### src/rtl/lcd_spi_writer_if.sv
// Byte-request handshake between the command/data generator
// and the LCD SPI writer.
interface lcd_spi_writer_if;
  logic [8:0] data;
  logic       en_write;
  logic       wr_done;
  logic       busy;

  modport master (
    output data,
    output en_write,
    input  wr_done,
    input  busy
  );

  modport slave (
    input  data,
    input  en_write,
    output wr_done,
    output busy
  );
endinterface

### src/rtl/lcd_spi_writer.sv
// SPI mode-0 byte transmitter for a 4-wire ST7789-class LCD,
// one wr_done pulse per byte, then a fixed idle gap.
module lcd_spi_writer #(
  parameter int SCLK_DIV   = 2,
  parameter int GAP_CYCLES = 4
) (
  input  logic               sys_clk,
  input  logic               sys_rst_n,
  lcd_spi_writer_if.slave    wr,
  output logic               lcd_sclk,
  output logic               lcd_mosi,
  output logic               lcd_dc,
  output logic               lcd_cs_n
);

  localparam int GW = $clog2(GAP_CYCLES + 1);
  localparam logic [3:0]    HMAX = 4'(SCLK_DIV - 1);
  localparam logic [GW-1:0] GMAX = GW'(GAP_CYCLES - 1);

  typedef enum logic [1:0] {
    IDLE,
    SHIFT,
    DONE,
    GAP
  } state_t;

  state_t        state;
  logic [7:0]    shreg;
  logic [3:0]    hcnt;
  logic [2:0]    bcnt;
  logic [GW-1:0] gcnt;

  always_ff @(posedge sys_clk or negedge sys_rst_n) begin
    if (!sys_rst_n) begin
      state      <= IDLE;
      shreg      <= '0;
      hcnt       <= '0;
      bcnt       <= '0;
      gcnt       <= '0;
      wr.wr_done <= 1'b0;
      wr.busy    <= 1'b0;
      lcd_sclk   <= 1'b0;
      lcd_mosi   <= 1'b0;
      lcd_dc     <= 1'b0;
      lcd_cs_n   <= 1'b1;
    end else begin
      wr.wr_done <= 1'b0;
      unique case (state)
        IDLE: begin
          if (wr.en_write) begin
            shreg    <= wr.data[7:0];
            lcd_dc   <= wr.data[8];
            lcd_mosi <= wr.data[7];
            lcd_cs_n <= 1'b0;
            hcnt     <= '0;
            bcnt     <= '0;
            wr.busy  <= 1'b1;
            state    <= SHIFT;
          end else begin
            lcd_cs_n <= 1'b1;
          end
        end
        SHIFT: begin
          if (hcnt == HMAX) begin
            hcnt <= '0;
            if (!lcd_sclk) begin
              lcd_sclk <= 1'b1;
            end else begin
              lcd_sclk <= 1'b0;
              if (bcnt == 3'd7) begin
                wr.wr_done <= 1'b1;
                state      <= DONE;
              end else begin
                lcd_mosi <= shreg[6];
                shreg    <= {shreg[6:0], 1'b0};
                bcnt     <= bcnt + 3'd1;
              end
            end
          end else begin
            hcnt <= hcnt + 4'd1;
          end
        end
        DONE: begin
          gcnt  <= '0;
          state <= GAP;
        end
        GAP: begin
          if (gcnt == GMAX) begin
            // CS already reflects the request for the first IDLE cycle
            lcd_cs_n <= ~wr.en_write;
            wr.busy  <= 1'b0;
            state    <= IDLE;
          end else begin
            gcnt <= gcnt + 1'b1;
          end
        end
        default: state <= IDLE;
      endcase
    end
  end

endmodule

### src/flat_wrapper.sv
// flat-port wrapper written by rule: the top's interface ports become plain ports
module lcd_spi_writer_flat 
#(
  parameter int SCLK_DIV   = 2,
  parameter int GAP_CYCLES = 4
)
  (sys_clk, sys_rst_n, lcd_sclk, lcd_mosi, lcd_dc, lcd_cs_n, wr_data, wr_en_write, wr_wr_done, wr_busy);
  lcd_spi_writer_if wr_i ();
  input  logic sys_clk;
  input  logic sys_rst_n;
  output logic lcd_sclk;
  output logic lcd_mosi;
  output logic lcd_dc;
  output logic lcd_cs_n;
  input wire logic [$bits(wr_i.data)-1:0] wr_data;
  input wire logic [$bits(wr_i.en_write)-1:0] wr_en_write;
  output wire logic [$bits(wr_i.wr_done)-1:0] wr_wr_done;
  output wire logic [$bits(wr_i.busy)-1:0] wr_busy;
  assign wr_i.data = wr_data;
  assign wr_i.en_write = wr_en_write;
  assign wr_wr_done = wr_i.wr_done;
  assign wr_busy = wr_i.busy;
  lcd_spi_writer #(.SCLK_DIV(SCLK_DIV), .GAP_CYCLES(GAP_CYCLES)) u_core (.sys_clk(sys_clk), .sys_rst_n(sys_rst_n), .wr(wr_i), .lcd_sclk(lcd_sclk), .lcd_mosi(lcd_mosi), .lcd_dc(lcd_dc), .lcd_cs_n(lcd_cs_n));
endmodule
### config.mk
export PLATFORM = sky130hd
export DESIGN_NAME = lcd_spi_writer_flat
export DESIGN_NICKNAME = d
export VERILOG_FILES = /design/src/rtl/lcd_spi_writer_if.sv /design/src/rtl/lcd_spi_writer.sv /design/src/flat_wrapper.sv
export SDC_FILE = /design/constraint.sdc
export NUM_CORES = 1
export LEC_CHECK = 0
export ABC_AREA = 1
export BUFFER_PORTS_ARGS = -buffer_cell sky130_fd_sc_hd__buf_4
export CAP_MARGIN = 10
export CORE_ASPECT_RATIO = 0.7
export CORE_UTILIZATION = 40
export CTS_BUF_LIST = sky130_fd_sc_hd__clkbuf_8
export CTS_CLUSTER_DIAMETER = 120
export DETAILED_ROUTE_END_ITERATION = 7
export GPL_TIMING_DRIVEN = 0
export HOLD_SLACK_MARGIN = 0.1
export PLACE_DENSITY = 0.63
export SYNTH_ARGS = -nofsm -noshare
export SYNTH_HDL_FRONTEND = slang
export SYNTH_SLANG_ARGS = --single-unit
### constraint.sdc
create_clock -name sys_clk -period 1.8 [get_ports sys_clk]
set_input_delay 0.36 -clock sys_clk [delete_from_list [all_inputs] [get_ports sys_clk]]
set_output_delay 0.36 -clock sys_clk [all_outputs]
set_load 0.02 [all_outputs]
==> results_dict.tcl <==
set metrics [dict create \
    rows 17 \
    grt_pass1_vias 1141 \
    path_clk_slew_ns 0.09 \
    grtUsageMet1_pct 24.4 \
    tritoncts "built" \
    tns_ns 0 \
    fmax_mhz 624 \
    grt_max_degree 26 \
    finalCritPeriodShare_pct 89.0 \
    finalWeightedCongestion 0.768 \
    p_leak_nw 0.873 \
    cp_max_fo 10 \
    tightest_slew_ns 0.322 \
    synth_top_flop_cell "dfrtp_1" \
    grtUsageMet3_pct 4.84 \
    cts.sinks 25 \
    whs_ns 0.284 \
    crit_type "flip-flop to flip-flop" \
    initial_core_util_pct 43.6 \
    die_h_um 51.8 \
    routed_wl_um 2800 \
    synth_async_sr_flop_share_pct 100 \
    finalSetupViolations 0 \
    clk_path_buf_depth 2 \
    powerDensity_mw_per_mm2 1710 \
    final_cell_mix "52 x nand2_1, 24 x dfrtp_1, 18 x buf_4" \
    rsz0062_at_grt "false" \
    antenna_found_initial 0 \
    top_level_ports 18 \
    io_buffers 17 \
    hp-class "input pin to flip-flop" \
    postLayoutCellArea_mm2 0.00166 \
    synth_seq_cells 25 \
    place_area_mm2 0.00160 \
    dpl.hpwl_um 2090 \
    crit_required_ns 1.97 \
    synth_edf_count 0 \
    drt-initial-drc-count 43 \
    final_max_slew_viol_count 0 \
    drc 0 \
    synthToLayoutAreaGrowth_pct 17.3 \
    met2_usage_pct 26.9 \
    worst_slack_ns 0.197 \
    synth_fp_nets 188 \
    grt.busiest_layer "met2" \
    dieArea_mm2 0.00379 \
    route.vias.total 1139 \
    ir_drop_mv 0.829 \
    avgSynthCellArea_um2 8.59 \
    period_needed_ns 1.60 \
    synth.cell_area_mm2 0.00142 \
    antennaDiodeCount 0 \
    vias_per_cell 4.87 \
    endpoint_kind "flip-flop" \
    first_pass_iters 4 \
    syn_inst 165 \
    final_cell_count_no_fill 234 \
    yosysUniqueCellTypes 28 \
    final_util_pct 51.1 \
    hold_violations 0 \
    cp.arrival_ns 1.77 \
    fin_skew_ns 0.00328 \
    finalPower_mw 2.85 \
    final_common_cell "nand2_1" \
    numCtsBuffers 3 \
    track_usage_pct 17.4 \
    overflow 0 \
    wire_per_inst_um 12.0 \
    grt_pass1_wl_um 5010 \
    htreeDepth 1 \
    nets 211 \
    place_inst 229 \
    core_mm2 0.00325 \
    cts_setup_buffers 0 \
    run_status "finished clean" \
    place_worst_setup_slack_ns 0.196 \
    max-cap-violations 0 \
    yosysWarnings 0 \
    drive_above_1_share_pct 25.1 \
    seq_area_frac_synth_pct 44.2 \
    crit_path_start_kind "flip-flop" \
    ant_nets 0 \
    die_x_um 73.2 \
    clock_latency_ns 0.27 \
    maxSlewHeadroom_pct 78.5 \
    cts_root_buffer "clkbuf_8" \
]
timing repair:
item	CTS	global route
hold buffers	1	0
endpoints found under the hold margin	24	0
resized for setup	0	0
worst max-delay path: stages (launching register included):
cell,delay [ns]
dfrtp_1,0.43
inv_1,0.08
ha_1,0.28
inv_2,0.11
nor2_4,0.05
nor2_2,0.16
nand3_2,0.10
buf_6,0.17
nand2_2,0.06
nand2_1,0.05
metal layers:
metal / share of wire (%) / vias to the layer above
li1: - / 591
met1: 51 / 536
met2: 45 / 10
met3: 3.1 / 2
met4: 0.57 / 0
met5: 0 / -
synthesized netlist by cell type, types with 3 or more instances:
cell type  instances  area, um2
nand2_2           10       62.6
dfrtp_1           24        601
inv_2              4       15.0
buf_2              3       15.0
ha_1              11        138
nor2_1             3       11.3
o21ai_1            3       15.0
o22ai_1            3       18.8
nand3_1            3       15.0
o21ai_0            7       35.0
inv_1             12       45.0
nand2_1           52        195
nand4_1           15       93.8
registers in the layout (all words and copies together), names as in the netlist:
name and cells:
u_core.bcnt 3, u_core.gcnt 3, u_core.hcnt 4, u_core.lcd_cs_n 1, u_core.lcd_dc 1, u_core.lcd_mosi 1, u_core.lcd_sclk 1, u_core.shreg 7
u_core.state 2, u_core.wr.busy 1, u_core.wr.wr_done 1
final cells by class:
cell class	count	area, um2
fill	326	1590
multi-input combinational	118	693
sequential	25	627
timing repair buffer	18	138
inverter	17	63.8
tap	47	58.8
clock buffer	3	41.3
buffer	5	33.8
clock inverter	1	7.51
kinds of logic (layout without fill, tap and decap cells):
family / Yosys count / after routing / synth area share, %
AND/OR/NAND/NOR: 90 / 90 / 31.6
flip-flops: 25 / 25 / 44.2
buffers and inverters: 22 / 44 / 6.88
AO/OA/AOI/OAI: 14 / 14 / 5.47
adder cells (fa/ha/maj): 11 / 11 / 9.71
multiplexers: 2 / 2 / 1.50
XOR/XNOR: 1 / 1 / 0.618
final timing paths:
| kind | startpoint | endpoint | slack, ns | cells past startpoint |
|---|---|---|---|---|
| max in group asynchronous | sys_rst_n | u_core.lcd_cs_n$_DFFE_PN1P_ | 0.99 | 2 |
| worst min-delay path | wr_en_write | u_core.lcd_cs_n$_DFFE_PN1P_ | 0.28 | 2 |
| worst max register to register | u_core.state[0]$_DFFE_PN0P_ | u_core.shreg[3]$_DFFE_PN0P_ | 0.20 | 9 |
| worst min register to register | u_core.lcd_mosi$_DFFE_PN0P_ | u_core.lcd_mosi$_DFFE_PN0P_ | 0.49 | 2 |
| worst max-delay path | u_core.state[0]$_DFFE_PN0P_ | u_core.shreg[3]$_DFFE_PN0P_ | 0.20 | 9 |
| min in group asynchronous | sys_rst_n | u_core.gcnt[1]$_DFFE_PN0P_ | 0.52 | 2 |
power breakdown:
group | internal [mW] | switching, mW
clock | 0.157 | 0.189
combinational | 0.579 | 0.975
sequential | 0.790 | 0.160
total | 1.53 | 1.32
No activity file was read; power rests on OpenSTA's default activity.
